==> src/rtl/soh_sel_decoder.sv <==
// Operand-select decoder for the second operand handler, with a skid-buffered output stage.
// Define SOH_DEC_ILLEGAL_EN to build illegal-encoding detection into out_illegal.
module soh_sel_decoder (
    input  logic        clk,
    input  logic        reset,
    input  logic        flush,
    input  logic        in_valid,
    output logic        in_ready,
    input  logic [31:0] in_inst,
    output logic        out_valid,
    input  logic        out_ready,
    output logic [3:0]  out_sel,
    output logic [12:0] out_imm13,
    output logic [21:0] out_imm22,
    output logic [4:0]  out_rs2,
    output logic        out_illegal
);

    typedef struct packed {
        logic [3:0]  sel;
        logic [12:0] imm13;
        logic [21:0] imm22;
        logic [4:0]  rs2;
    } fld_t;

    localparam logic [1:0] EMPTY = 2'd0;
    localparam logic [1:0] ONE   = 2'd1;
    localparam logic [1:0] TWO   = 2'd2;

    logic [1:0] state;
    logic [1:0] state_nxt;
    logic [1:0] op;
    logic [2:0] op2;
    logic [5:0] op3;
    logic       ibit;
    logic       shift_op;
    logic       bad;
    logic [3:0] base_sel;
    logic [4:0] unused_rd;
    fld_t       dec;
    fld_t       out_q;
    fld_t       skid_q;
    logic       accept;
    logic       drain;
    logic       load_in;
    logic       load_skid;
    logic       skid_to_out;

    assign op        = in_inst[31:30];
    assign op2       = in_inst[24:22];
    assign op3       = in_inst[24:19];
    assign ibit      = in_inst[13];
    assign unused_rd = in_inst[29:25];
    assign shift_op  = (op3 == 6'b100101) || (op3 == 6'b100110) ||
                       (op3 == 6'b100111);

`ifdef SOH_DEC_ILLEGAL_EN
    assign bad = ((op == 2'b00) && (op2 != 3'b010) && (op2 != 3'b100)) ||
                 ((op == 2'b10) && ((op3 == 6'b001001) ||
                                    (op3 == 6'b001101) ||
                                    (op3 == 6'b101101))) ||
                 ((op == 2'b11) && op3[5]);
`else
    assign bad = 1'b0;
`endif

    always_comb begin
        base_sel = 4'b0000;
        unique case (op)
            2'b00: begin
                if (op2 == 3'b100)
                    base_sel = 4'b0010;
                else if (op2 == 3'b010)
                    base_sel = 4'b0011;
            end
            2'b01: base_sel = 4'b0000;
            2'b10: base_sel = {1'b0, shift_op, 1'b0, ibit};
            2'b11: base_sel = {3'b000, ibit};
            default: base_sel = 4'b0000;
        endcase
    end

    assign dec.sel   = bad ? 4'b0000 : base_sel;
    assign dec.imm13 = in_inst[12:0];
    assign dec.imm22 = in_inst[21:0];
    assign dec.rs2   = in_inst[4:0];

    // Ready depends only on occupancy, keeping out_ready off the input path.
    assign in_ready  = (state != TWO);
    assign out_valid = (state != EMPTY);
    assign accept    = in_valid & in_ready;
    assign drain     = out_valid & out_ready;

    always_comb begin
        state_nxt   = state;
        load_in     = 1'b0;
        load_skid   = 1'b0;
        skid_to_out = 1'b0;
        case (state)
            EMPTY: begin
                if (accept) begin
                    load_in   = 1'b1;
                    state_nxt = ONE;
                end
            end
            ONE: begin
                if (accept && drain) begin
                    load_in = 1'b1;
                end else if (accept) begin
                    load_skid = 1'b1;
                    state_nxt = TWO;
                end else if (drain) begin
                    state_nxt = EMPTY;
                end
            end
            TWO: begin
                if (drain) begin
                    skid_to_out = 1'b1;
                    state_nxt   = ONE;
                end
            end
            default: state_nxt = EMPTY;
        endcase
    end

    always_ff @(posedge clk) begin
        if (reset) begin
            state  <= EMPTY;
            out_q  <= '0;
            skid_q <= '0;
        end else begin
            state <= flush ? EMPTY : state_nxt;
            if (!flush) begin
                if (load_in)
                    out_q <= dec;
                else if (skid_to_out)
                    out_q <= skid_q;
                if (load_skid)
                    skid_q <= dec;
            end
        end
    end

`ifdef SOH_DEC_ILLEGAL_EN
    logic out_ill_q;
    logic skid_ill_q;

    always_ff @(posedge clk) begin
        if (reset) begin
            out_ill_q  <= 1'b0;
            skid_ill_q <= 1'b0;
        end else if (!flush) begin
            if (load_in)
                out_ill_q <= bad;
            else if (skid_to_out)
                out_ill_q <= skid_ill_q;
            if (load_skid)
                skid_ill_q <= bad;
        end
    end

    assign out_illegal = out_ill_q;
`else
    assign out_illegal = 1'b0;
`endif

    assign out_sel   = out_q.sel;
    assign out_imm13 = out_q.imm13;
    assign out_imm22 = out_q.imm22;
    assign out_rs2   = out_q.rs2;

endmodule

==> config.mk <==
export PLATFORM = sky130hd
export DESIGN_NAME = soh_sel_decoder
export DESIGN_NICKNAME = d
export VERILOG_FILES = /design/src/rtl/soh_sel_decoder.sv
export SDC_FILE = /design/constraint.sdc
export NUM_CORES = 1
export LEC_CHECK = 0
export ABC_AREA = 1
export BUFFER_PORTS_ARGS = -buffer_cell sky130_fd_sc_hd__buf_4
export CORE_ASPECT_RATIO = 1.4
export CORE_MARGIN = 4
export CORE_UTILIZATION = 49
export CTS_CLUSTER_SIZE = 25
export DETAILED_ROUTE_END_ITERATION = 16
export PLACE_DENSITY = 0.83
export SETUP_SLACK_MARGIN = 0.5
export SLEW_MARGIN = 20
export SYNTH_ARGS = -nofsm -noshare
export SYNTH_HDL_FRONTEND = slang
export SYNTH_SLANG_ARGS = --single-unit
==> constraint.sdc <==
create_clock -name clk -period 3.9 [get_ports clk]
set_input_delay 0.39 -clock clk [delete_from_list [all_inputs] [get_ports clk]]
set_output_delay 0.39 -clock clk [all_outputs]
set_load 0.01 [all_outputs]
==> results of run 1 <==
## routing by layer
metal / vias up / wire (um) / share of wire (%)
li1: 1317 / - / -
met1: 1058 / 2470 / 42
met2: 72 / 2850 / 49
met3: 7 / 411 / 7.1
met4: 0 / 74 / 1.3
met5: - / 0 / 0
## placed cells by master, fill, tap and decap left out
cell type and n:
o21ai_0 23, buf_4 78, nand2_1 111, inv_1 35, o21ai_1 2, a21oi_1 3
a22oi_1 1, dfxtp_1 52, nor3_1 2, inv_2 3, conb_1 2, nor2_2 1
nand2_2 4, nor2_1 106, clkinv_2 1, clkinvlp_4 1, nand3_1 27, bufinv_16 1
nor2_4 3, clkbuf_8 5
## registers in the layout, indices dropped and copies added, names as in the netlist
signal,cells
out_imm22,10
out_imm13,12
out_sel,3
skid_q,25
state,2
## worst min-delay path by stage
stage                              endpoint  slack, ns
finish              skid_q[30]$_SDFFE_PP0P_       0.31
global route        skid_q[21]$_SDFFE_PP0P_       0.31
CTS                 skid_q[36]$_SDFFE_PP0P_       0.31
detailed placement  skid_q[26]$_SDFFE_PP0P_       0.49
global placement    skid_q[26]$_SDFFE_PP0P_       0.48
floorplan           skid_q[26]$_SDFFE_PP0P_       0.46
## area by class of cell
| cell class | count | area share (%) |
|---|---|---|
| multi-input combinational | 285 | 37.5 |
| sequential | 52 | 33.1 |
| timing repair buffer | 78 | 18.6 |
| inverter | 38 | 4.54 |
| tap | 66 | 2.63 |
| clock buffer | 5 | 2.19 |
| clock inverter | 3 | 1.35 |
## cell families after synthesis
kind of cell           after synthesis  synth area share, %
AND/OR/NAND/NOR                    254                 38.9
buffers and inverters               79                 15.8
flip-flops                          52                 39.5
AO/OA/AOI/OAI                       29                 5.61
other                                1                0.142
## where the power goes
| group | switching, mW | internal [mW] | leakage [nW] |
|---|---|---|---|
| Clock | 0.176 | 0.190 | 0.0541 |
| Combinational | 0.105 | 0.0884 | 1.25 |
| Sequential | 0.0141 | 0.553 | 0.424 |
## critical path: cells and delay by family, from the launching register on
kind          cells  cell delay (ns)
flops             1             0.36
simple gates      6             1.70
## through the flow
step / power (mW) / hold slack (ns) / std cells / setup WS [ns]
final: 1.13 / 0.313 / 527 / 1.72
after global routing: 1.19 / 0.308 / 527 / 1.53
after CTS: 1.14 / 0.307 / 527 / 1.71
after detailed placement: 0.774 / 0.490 / 519 / 1.59
after global placement: 0.771 / 0.477 / 519 / 1.61
after floorplan: 0.702 / 0.464 / 416 / 2.62
==> flow_summary.ini, run 1 <==
[clock_tree]
cts.path.max_buffers = 2
path_clk_slew_ns = 0.09
clk_latency_ns = 0.30
post_cts_resized = 0
cts_setup_buffers = 0
cts.sinks = 52
tritoncts = yes
clock_tree.root_cell = clkbuf_8
holdBufCountCts = 0
cts_made_buffers = 5
htreeDepth = 2

[yosys]
synthDistinctLibCells = 20
synth.top_cells.by_area = dfxtp_1 (40%), nand2_1 (16%), nor2_1 (15%), buf_4 (6.0%), nand3_1 (5.1%)
yosysMostFrequentCell = nand2_1
synth_edf_count = 0
synth-main-ff-cell = dfxtp_1
yosys_warnings = 0
synthArstFlopShare_pct = 0
yosys.area.top_type_share_pct = 39.5
synthTopCellsByCount = nand2_1 (111), nor2_1 (106), dfxtp_1 (52)
ys_seq_area_share_pct = 39.5
syn_area_mm2 = 0.00263
yosysTopAreaCell = dfxtp_1
syn_inst = 415
syn_area_per_cell_um2 = 6.34
synth_seq_cells = 52

[floorplan]
rows = 31
core_mm2 = 0.00520
ios = 84
fp.dieW_um = 69.9
dieArea_mm2 = 0.00663
die_h_um = 94.7
start_util_pct = 50.6

[min_path]
hold_start = in_inst[3]
hold_depth = 3
hold_class = in -> reg

[timing]
slew_headroom_pct = 44.0
fin_crit_sh_pct = 55.9
period_needed_ns = 2.18
drv_slew = 0
tightest_slew_ns = 0.837
fin_setup_tns_ns = 0
final-setup-viol-count = 0
fmax_mhz = 459
hold_viol = 0
fin_worst_skew_ns = 0.00296
rsz0062_at_grt = no

[route]
postRouteAntennaNets = 0
vias_per_cell = 4.66
dr.pass1.iters = 4
vias = 2454
wirelength_um = 5800
drt-initial-drc-count = 183
drc = 0
route.detailed.wl_per_inst_um = 11.0

[final_layout]
multi_input_area_mm2 = 0.00118
fin_util_pct = 60.5
fillers = 505
insertedDiodeCount = 0
seq_area_mm2 = 0.00104
drive_gt1_share_pct = 21.0
layout.nets = 497
final_area_mm2 = 0.00314
area_delta_synth_final_pct = 19.4

[critical_path]
critPathMaxStageDelay_ns = 0.50
r2r_slack_ns = 1.72
cp-startpoint = state[1]$_SDFFE_PP0P_
rr_worst_depth = 6
critPathArrivalTime_ns = 2.38
end_kind = flip-flop
critPathRequiredTime_ns = 4.10
worstSetupPathType = reg -> reg
r2r_start = state[1]$_SDFFE_PP0P_
cp_slowest_cell = nor2_4
worstPathMaxFanout = 47
cp-endpoint = out_imm13[9]$_SDFFE_PP0P_
crit_path_start_kind = flip-flop
r2r_end = out_imm13[9]$_SDFFE_PP0P_
cp_cell_sequence = nor2_4, nand2_1, nand2_2, nand2_2, nor2_1, nor2_1

[status]
status = completed

[grt]
grt_pass1_wl_um = 9440
top_usage_layer = met2
gr-usage-met1_pct = 20.7
grt_start_max_net_pins = 52
grt_use_met2_pct = 30.2
grt_use_met3_pct = 4.26
antenna_found_initial = 0
grt_pass1_vias = 2149
grtUsageTotal_pct = 17.4
grt_overflow = 0

[flow_run]
cap_violations = 0

[placement]
port_buffers = 76
dp_hpwl_um = 3800
placed_cell_area_mm2 = 0.00303
place_congestion = 0.822

[pwr]
max-vdd-ir-drop_uv = 220
p_leak_nw = 1.72
p_per_area_mw_per_mm2 = 358
Power figures use the tool's default switching activity.
==> inputs of run 2 (changes only) <==
clock period = 2.05 ns   (was 3.9 ns; I/O delays follow)
==> run 2 against run 1 <==
Effect of this change: routed wire length is 0.57% higher; clock skew grew 0.0030 ns; fmax increased by 58%; critical endpoint is now skid_q[42]$_SDFFE_PP0P_.
==> flow_summary.ini, run 2 (synthesized netlist as in run 1, its figures left out) <==
[route]
route.detailed.wl_per_inst_um = 11.0
postRouteAntennaNets = 0
wirelength_um = 5840
drt-initial-drc-count = 136
vias_per_cell = 4.66
drc = 0
dr.pass1.iters = 4
vias = 2475

[clock_tree]
cts.path.max_buffers = 2
cts_made_buffers = 5
clk_latency_ns = 0.30
path_clk_slew_ns = 0.09
holdBufCountCts = 0
htreeDepth = 2
clock_tree.root_cell = clkbuf_8
cts.sinks = 52
cts_setup_buffers = 0
tritoncts = yes

[grt]
grt_pass1_wl_um = 9380
grt_overflow = 0
grt_use_met2_pct = 30.0
top_usage_layer = met2
grt_use_met3_pct = 2.88
grtUsageTotal_pct = 17.2
grt_pass1_vias = 2118
grt_start_max_net_pins = 35
antenna_found_initial = 0
gr-usage-met1_pct = 20.9

[critical_path]
critPathArrivalTime_ns = 1.59
worstSetupPathType = reg -> reg
crit_path_start_kind = flip-flop
critPathRequiredTime_ns = 2.25
end_kind = flip-flop
worstPathMaxFanout = 25

[final_layout]
insertedDiodeCount = 0
drive_gt1_share_pct = 21.9
regMostFlops = skid_q
layout.nets = 501
area_delta_synth_final_pct = 21.9
largest_register_ffs = 25
layout_common_cells = nand2_1 (111), nor2_1 (106), buf_4 (79), dfxtp_1 (51), inv_1 (35)
fillers = 509
final_common_cell = nand2_1
final_area_mm2 = 0.00321

[placement]
placed_cell_area_mm2 = 0.00309
place_congestion = 0.822
dp_hpwl_um = 3970
port_buffers = 76

[floorplan]
rows = 31
dieArea_mm2 = 0.00663
fp.dieW_um = 69.9
start_util_pct = 50.6
die_h_um = 94.7
core_mm2 = 0.00520
ios = 84

[pwr]
power_frac_seq_pct = 50.0
p_per_area_mw_per_mm2 = 671
power.switching_mw = 0.564
p_leak_nw = 1.76
p_sw_share_pct = 26.2
power_frac_comb_pct = 17.7
max-vdd-ir-drop_uv = 422
p_int_mw = 1.59
clkPwrFrac_pct = 32.3

[timing]
fmax_mhz = 723
period_needed_ns = 1.38
final-setup-viol-count = 0
slew_headroom_pct = 61.5
rsz0062_at_grt = no
fin_crit_sh_pct = 67.4
fin_worst_skew_ns = 0.00596
drv_slew = 0
hold_viol = 0
tightest_slew_ns = 0.576
fin_setup_tns_ns = 0

[min_path]
hold_class = in -> reg

[flow_run]
cap_violations = 0

[status]
status = completed
==> run 2: layout make-up <==
class                   instances  area (um2)  area share (%)
clock buffers                   5        68.8            2.15
clock inverters                 3        42.5            1.33
inverters                      38         143            4.45
multi-input cells             285        1180            36.9
flip-flops and latches         52        1040            32.5
well taps                      66        82.6            2.57
repair buffers                 82         644            20.1
==> run 2: worst paths after layout <==
check | start | end | slack [ns] | cells after the start
setup / recovery | state[0]$_SDFFE_PP0P_ | skid_q[42]$_SDFFE_PP0P_ | 0.67 | 7
hold / removal | in_inst[3] | skid_q[30]$_SDFFE_PP0P_ | 0.13 | 3
setup reg to reg | state[0]$_SDFFE_PP0P_ | skid_q[42]$_SDFFE_PP0P_ | 0.67 | 7
hold reg to reg | skid_q[38]$_SDFFE_PP0P_ | skid_q[38]$_SDFFE_PP0P_ | 0.50 | 2
==> run 2: per-layer routing <==
metal  up-vias  share of wire [%]
met5         -                  0
met4         0                2.3
met3        13                5.8
met2        77                 48
met1      1057                 44
li1       1328                  -
==> run 2: critical path: stages, from the launching register on <==
cell and delay, ns:
dfxtp_1 0.42, inv_1 0.10, nor2_2 0.14, nand2_2 0.09, nor2_4 0.11, inv_2 0.19
a21oi_1 0.18, nor2_1 0.05
==> run 2: timing repair <==
item	4_1_cts	5_1_grt
gates resized for setup	1	2
endpoints found under the hold margin	0	0
gates cloned	0	0
setup endpoints to repair	1	6
==> run 2: power groups by stage <==
stage               clock network, mW  registers, mW  logic, mW
floorplan                           0           1.11      0.220
detailed placement                  0           1.10      0.380
global placement                    0           1.10      0.376
global route                    0.756           1.08      0.425
finish                          0.695           1.08      0.380
CTS                             0.721           1.08      0.383
==> run 2: stage by stage <==
step | util (%) | std cells | setup WS, ns | total power [mW] | hold slack, ns
floorplan | - | 416 | 0.788 | 1.34 | 0.340
global route | 61.7 | 531 | 0.535 | 2.27 | 0.134
CTS | 61.6 | 531 | 0.601 | 2.18 | 0.118
finish | 61.7 | 531 | 0.667 | 2.15 | 0.130
detailed placement | 59.4 | 523 | 0.519 | 1.48 | 0.444
global placement | 59.4 | 523 | 0.584 | 1.48 | 0.440
